--- src/rtl/seq_divider.sv ---
// rtl/seq_divider.sv - multi-cycle signed non-restoring divider (quotient on Clow, remainder on Chigh)
// Optional early exit on a zero divisor: DIV_ZERO_DETECT_EN
module seq_divider #(
    parameter int WIDTH = 32
) (
    input  logic             clock,
    input  logic             clear,
    input  logic             start,
    input  logic [WIDTH-1:0] A,
    input  logic [WIDTH-1:0] B,
    output logic             busy,
    output logic             done,
    output logic [WIDTH-1:0] Clow,
    output logic [WIDTH-1:0] Chigh,
    output logic             div_by_zero
);

    localparam int CNT_W = $clog2(WIDTH);

    typedef enum logic [1:0] {
        S_IDLE = 2'd0,
        S_ITER = 2'd1,
        S_FIX  = 2'd2,
        S_DONE = 2'd3
    } state_t;

    state_t state_q, state_d;

    logic [WIDTH:0]   p_q, p_d;
    logic [WIDTH-1:0] q_q, q_d;
    logic [WIDTH-1:0] m_q, m_d;
    logic             sign_a_q, sign_a_d;
    logic             sign_b_q, sign_b_d;
    logic [CNT_W-1:0] count_q, count_d;
    logic [WIDTH-1:0] clow_q, clow_d;
    logic [WIDTH-1:0] chigh_q, chigh_d;
    logic             dz_q, dz_d;

    logic             accept;
    logic             b_zero;
    logic [WIDTH-1:0] abs_a, abs_b;
    logic [WIDTH:0]   p_sh, p_step, p_fix;
    logic [WIDTH-1:0] q_sh, q_step;
    logic [WIDTH-1:0] rem_mag;

`ifdef DIV_ZERO_DETECT_EN
    assign b_zero = (B == '0);
`else
    assign b_zero = 1'b0;
`endif

    assign accept = start && ((state_q == S_IDLE) || (state_q == S_DONE));
    assign abs_a  = A[WIDTH-1] ? -A : A;
    assign abs_b  = B[WIDTH-1] ? -B : B;

    // One non-restoring step: shift {P,Q}, add or subtract M by the sign of P.
    assign p_sh    = {p_q[WIDTH-1:0], q_q[WIDTH-1]};
    assign q_sh    = {q_q[WIDTH-2:0], 1'b0};
    assign p_step  = p_sh[WIDTH] ? (p_sh + {1'b0, m_q}) : (p_sh - {1'b0, m_q});
    assign q_step  = {q_sh[WIDTH-1:1], ~p_step[WIDTH]};
    assign p_fix   = p_q[WIDTH] ? (p_q + {1'b0, m_q}) : p_q;
    assign rem_mag = p_fix[WIDTH-1:0];

    always_ff @(posedge clock or negedge clear) begin
        if (!clear) begin
            state_q <= S_IDLE;
        end else begin
            state_q <= state_d;
        end
    end

    always_comb begin
        state_d = state_q;
        case (state_q)
            S_IDLE, S_DONE: begin
                if (accept) begin
                    state_d = b_zero ? S_FIX : S_ITER;
                end else begin
                    state_d = S_IDLE;
                end
            end
            S_ITER: begin
                if (count_q == CNT_W'(WIDTH - 1)) begin
                    state_d = S_FIX;
                end
            end
            S_FIX:   state_d = S_DONE;
            default: state_d = S_IDLE;
        endcase
    end

    always_comb begin
        busy        = (state_q == S_ITER) || (state_q == S_FIX);
        done        = (state_q == S_DONE);
        div_by_zero = (state_q == S_DONE) && dz_q;
        Clow        = clow_q;
        Chigh       = chigh_q;
    end

    always_comb begin
        p_d      = p_q;
        q_d      = q_q;
        m_d      = m_q;
        sign_a_d = sign_a_q;
        sign_b_d = sign_b_q;
        count_d  = count_q;
        clow_d   = clow_q;
        chigh_d  = chigh_q;
        dz_d     = dz_q;
        case (state_q)
            S_IDLE, S_DONE: begin
                if (accept) begin
                    p_d      = '0;
                    q_d      = abs_a;
                    m_d      = abs_b;
                    sign_a_d = A[WIDTH-1];
                    sign_b_d = B[WIDTH-1];
                    count_d  = '0;
                    dz_d     = b_zero;
                end
            end
            S_ITER: begin
                p_d     = p_step;
                q_d     = q_step;
                count_d = count_q + CNT_W'(1);
            end
            S_FIX: begin
                // On the zero-divisor shortcut Q still holds |A|, so re-signing it restores A.
                if (dz_q) begin
                    clow_d  = '1;
                    chigh_d = sign_a_q ? -q_q : q_q;
                end else begin
                    p_d     = p_fix;
                    clow_d  = (sign_a_q ^ sign_b_q) ? -q_q : q_q;
                    chigh_d = sign_a_q ? -rem_mag : rem_mag;
                end
            end
            default: ;
        endcase
    end

    always_ff @(posedge clock or negedge clear) begin
        if (!clear) begin
            p_q      <= '0;
            q_q      <= '0;
            m_q      <= '0;
            sign_a_q <= 1'b0;
            sign_b_q <= 1'b0;
            count_q  <= '0;
            clow_q   <= '0;
            chigh_q  <= '0;
            dz_q     <= 1'b0;
        end else begin
            p_q      <= p_d;
            q_q      <= q_d;
            m_q      <= m_d;
            sign_a_q <= sign_a_d;
            sign_b_q <= sign_b_d;
            count_q  <= count_d;
            clow_q   <= clow_d;
            chigh_q  <= chigh_d;
            dz_q     <= dz_d;
        end
    end

endmodule

--- config.mk ---
export PLATFORM = sky130hd
export DESIGN_NAME = seq_divider
export DESIGN_NICKNAME = d
export VERILOG_FILES = /design/src/rtl/seq_divider.sv
export SDC_FILE = /design/constraint.sdc
export NUM_CORES = 1
export LEC_CHECK = 0
export ABC_AREA = 1
export BUFFER_PORTS_ARGS = -buffer_cell sky130_fd_sc_hd__buf_2
export CAP_MARGIN = 20
export CORE_UTILIZATION = 35
export CTS_BUF_LIST = sky130_fd_sc_hd__clkbuf_4 sky130_fd_sc_hd__clkbuf_8
export DETAILED_ROUTE_END_ITERATION = 12
export PLACE_DENSITY = 0.53
export REMOVE_ABC_BUFFERS = 1
export SYNTH_ARGS = -nofsm -noshare
export SYNTH_HDL_FRONTEND = slang
export SYNTH_SLANG_ARGS = --single-unit
--- constraint.sdc ---
create_clock -name clock -period 6 [get_ports clock]
set_input_delay 1.2 -clock clock [delete_from_list [all_inputs] [get_ports clock]]
set_output_delay 1.2 -clock clock [all_outputs]
set_load 0.02 [all_outputs]
==> results.toml <==
[outcome]
run_status = "completed"

[critical_path]
worst-r2r-setup-slack_ps = 1740
critPathMaxFanout = 5
crit-reg2reg-capture = "q_q[0]$_DFFE_PN0P_"
critical_path.reg2reg.startpoint = "m_q[1]$_DFFE_PN0P_"
critPathCaptureType = "flop"
worstPathBufferInverterCount = 4
type_of_the_worst_setup_path = "flop to flop"
reg2regPathDepth = 26
timing.critical_path.required_ps = 6460
setup.worst_path.start_class = "flop"
worst-endpoint-arrival_ps = 4720
crit_slowest_cell = "sky130_fd_sc_hd__dfrtp_1"
biggest_cell_delay_along_the_critical_path_ps = 400
critical_path.top_delay_family = "simple AND/OR/NAND/NOR gates"

[timing]
totalNegativeSetupSlack_ps = 0
setup_violations = 0
setup_repair_after_global_routing_missed_its_margin = "false"
final.setup_skew_ps = 21.05
timing.final.ws_setup_ps = 1741
tightest_slew_ps = 803.1
post-route-min-period_ps = 4259
report.final.slew_viol_count = 0
clock.fmax_mhz = 234.8
final_hold_viol_count = 0
final.period_utilization = 0.7098
maxSlewHeadroom = 0.4590
hold_slack_ps = 484.6

[yosys]
yosys_most_used_dff = "sky130_fd_sc_hd__dfrtp_1"
cell_area_after_technology_mapping_um2 = 15180
ys_ff_latch = 170
synth.yosys.warnings = 0
syn_inst = 2360
synth_enable_flop_cells = 0
synth.yosys.seq_area_share = 0.2803
synth_cell_types = 57
postSynth.asyncResetShare = 1.000
syn_area_per_cell_um2 = 6.431

[pwr]
netSwitchingPower_mw = 5.288
pwr_density_cell_nw_per_um2 = 555.2
share_comb_of_total_power = 0.667
power_leakage_nw = 8.740
internal_power_of_the_cells_mw = 4.063
ir_worst_vdd_mv = 0.3266
sequentialPowerShare = 0.234
power_share_of_the_clock_group = 0.099
netSwitchingFraction = 0.5655

[cells_and_area]
area_delta_synth_final_pct = 10.96
finalInstanceArea_um2 = 16840
final_util = 0.3979
post_route_cells_drive_above_1_share = 0.1028
fillerInstances = 4610
layout.nets = 2603
num_antenna_cells = 0

[drt]
first_pass_iters = 5
dr_total_vias = 15579
drc_markers = 0
antenna_violating_nets_post_route = 0
drt_first_iter_violations = 965
wirelength_um = 53290
routed_via_density = 5.110
route.detailed.wl_per_inst_um = 17.48

[global_routing]
antenna_violations_before_repair = 3
grt_max_degree = 84
grt_busiest_layer = "met2"
gr-usage-met2 = 0.4083
overall_global_routing_usage = 0.2463
vias_in_the_first_global_route = 15036
grt.overflow.total = 0
routing_usage_on_met1 = 0.3254
first_pass_grt_wire_length_um = 83500
gr-usage-met3 = 0.04485

[die]
fp.coreArea_um2 = 42320
die_h_um = 210.2
rows = 75
design.portCount = 134
die_w_um = 210.2
dieArea_um2 = 44200
floorplan.initialDensity = 0.3586

[clock_network]
post_cts_resized = 0
register_clock_pin_slew_on_the_reported_worst_setup_and_hold_paths_ps = 100
clk-insertion-delay-late_ps = 580
h-tree-depth = 4
cts_made_buffers = 17
total_clock_sinks = 170
cts_root_buf = "sky130_fd_sc_hd__clkbuf_8"
cts_post_setup_buffers_inserted = 0
tritoncts_clock_tree = "built"
ctsLongestPathBuffers = 2
hold_buffers = 0

[hold_path]
worstHoldPathType = "flop to flop"
hold_end = "Chigh[2]$_DFFE_PN0P_"
holdPathStages = 2
hp-start = "Chigh[2]$_DFFE_PN0P_"

[placed_design]
place_hpwl_um = 42240
placed_area_um2 = 16420
routabilityCongestion = 0.9189
dp_slack_ps = 1732
io_buffer_count = 132

[job]
maxCapViolations = 0
==> cell usage after synthesis, types with 6 or more instances <==
library cell | count | area [µm²]
sky130_fd_sc_hd__o21ai_1 | 9 | 45.04
sky130_fd_sc_hd__inv_1 | 283 | 1062
sky130_fd_sc_hd__nand3_1 | 127 | 635.6
sky130_fd_sc_hd__xnor2_1 | 36 | 315.3
sky130_fd_sc_hd__nand4_1 | 32 | 200.2
sky130_fd_sc_hd__nor3_2 | 7 | 70.07
sky130_fd_sc_hd__xor2_1 | 80 | 700.7
sky130_fd_sc_hd__buf_1 | 6 | 22.52
sky130_fd_sc_hd__nor4_1 | 18 | 112.6
sky130_fd_sc_hd__o211ai_1 | 13 | 97.59
sky130_fd_sc_hd__ha_1 | 75 | 938.4
sky130_fd_sc_hd__o31ai_1 | 7 | 52.55
sky130_fd_sc_hd__o22ai_1 | 6 | 37.54
sky130_fd_sc_hd__o221ai_1 | 18 | 157.7
sky130_fd_sc_hd__nor3_1 | 28 | 140.1
sky130_fd_sc_hd__nand2_2 | 11 | 68.82
sky130_fd_sc_hd__a21o_1 | 11 | 82.58
sky130_fd_sc_hd__nor2_2 | 11 | 68.82
sky130_fd_sc_hd__clkbuf_1 | 55 | 206.5
sky130_fd_sc_hd__a31oi_1 | 9 | 56.30
sky130_fd_sc_hd__o21ai_0 | 214 | 1071
sky130_fd_sc_hd__nor2_1 | 216 | 810.8
sky130_fd_sc_hd__a22o_1 | 6 | 52.55
sky130_fd_sc_hd__dfrtp_1 | 170 | 4254
sky130_fd_sc_hd__a21oi_1 | 108 | 540.5
sky130_fd_sc_hd__or2_2 | 15 | 93.84
sky130_fd_sc_hd__inv_2 | 7 | 26.28
sky130_fd_sc_hd__nand2_1 | 718 | 2695
==> per-stage QoR <==
stage | instances | power (mW)
after global routing | 3049 | 10.23
final | 3049 | 9.351
after global placement | 3017 | 8.356
after detailed placement | 3017 | 8.402
after floorplan | 2292 | 6.371
after CTS | 3049 | 9.372
==> cell type report <==
class / instances / area [µm²] / area share
inverter: 295 / 1110 / 0.06590
sequential: 170 / 4254 / 0.2526
clock buffer: 17 / 234.0 / 0.01389
timing repair buffer: 148 / 789.5 / 0.04688
tap: 577 / 721.9 / 0.04287
clock inverter: 15 / 190.2 / 0.01129
multi-input combinational: 1827 / 9542 / 0.5666
==> tightest hold or removal path: cells and delay by family (launching register included) <==
family	cells	cell delay [ps]
flops	1	350
compound gates	1	60
simple gates	1	50
==> logic make-up after synthesis <==
family	Yosys count	synth area share
buf+inv	363	0.09142
other cells	1	0.0002471
compound gates	424	0.1576
simple gates	1209	0.3390
xor+xnor	116	0.06694
flops	170	0.2803
fa+ha+maj	77	0.06446
==> metal layers <==
| metal | vias to the layer above | wire length [µm] |
|---|---|---|
| li1 | 7866 | - |
| met1 | 7265 | 24820 |
| met4 | 6 | 1092 |
| met2 | 384 | 24750 |
| met3 | 58 | 2591 |
| met5 | - | 34 |
==> layout by cell type, fill, tap and decap left out, types with 74 or more instances in the layout <==
cell,n
sky130_fd_sc_hd__xor2_1,80
sky130_fd_sc_hd__a21oi_1,108
sky130_fd_sc_hd__nor2_1,215
sky130_fd_sc_hd__o21ai_0,214
sky130_fd_sc_hd__nand2_1,718
sky130_fd_sc_hd__dfrtp_1,170
sky130_fd_sc_hd__buf_2,131
sky130_fd_sc_hd__nand3_1,127
sky130_fd_sc_hd__inv_1,282
sky130_fd_sc_hd__ha_1,74
==> power groups by stage <==
stage	clock network (mW)	registers [mW]	logic, mW
after CTS	0.964	2.19	6.22
after detailed placement	0	2.20	6.20
after global placement	0	2.19	6.17
after global routing	0.997	2.25	6.98
final	0.924	2.19	6.24
after floorplan	0	2.29	4.08
==> worst max path at each step <==
stage	end	depth (start not counted)	slack, ps	from
5_1_grt	q_q[0]$_DFFE_PN0P_	26	1160	m_q[1]$_DFFE_PN0P_
3_3_place_gp	q_q[0]$_DFFE_PN0P_	26	1760	m_q[1]$_DFFE_PN0P_
3_5_place_dp	q_q[0]$_DFFE_PN0P_	26	1730	m_q[1]$_DFFE_PN0P_
4_1_cts	q_q[0]$_DFFE_PN0P_	26	1720	m_q[1]$_DFFE_PN0P_
6_report	q_q[0]$_DFFE_PN0P_	26	1740	m_q[1]$_DFFE_PN0P_
2_1_floorplan	count_q[3]$_DFFE_PN0P_	7	1430	start
==> flip-flops by register name, indices dropped and copies added, names as in the netlist <==
| name | count |
|---|---|
| q_q | 32 |
| count_q | 5 |
| Chigh | 32 |
| sign_b_q | 1 |
| Clow | 32 |
| state_q | 2 |
| m_q | 32 |
| p_q | 33 |
| sign_a_q | 1 |
(Power assumes the default switching activity.)
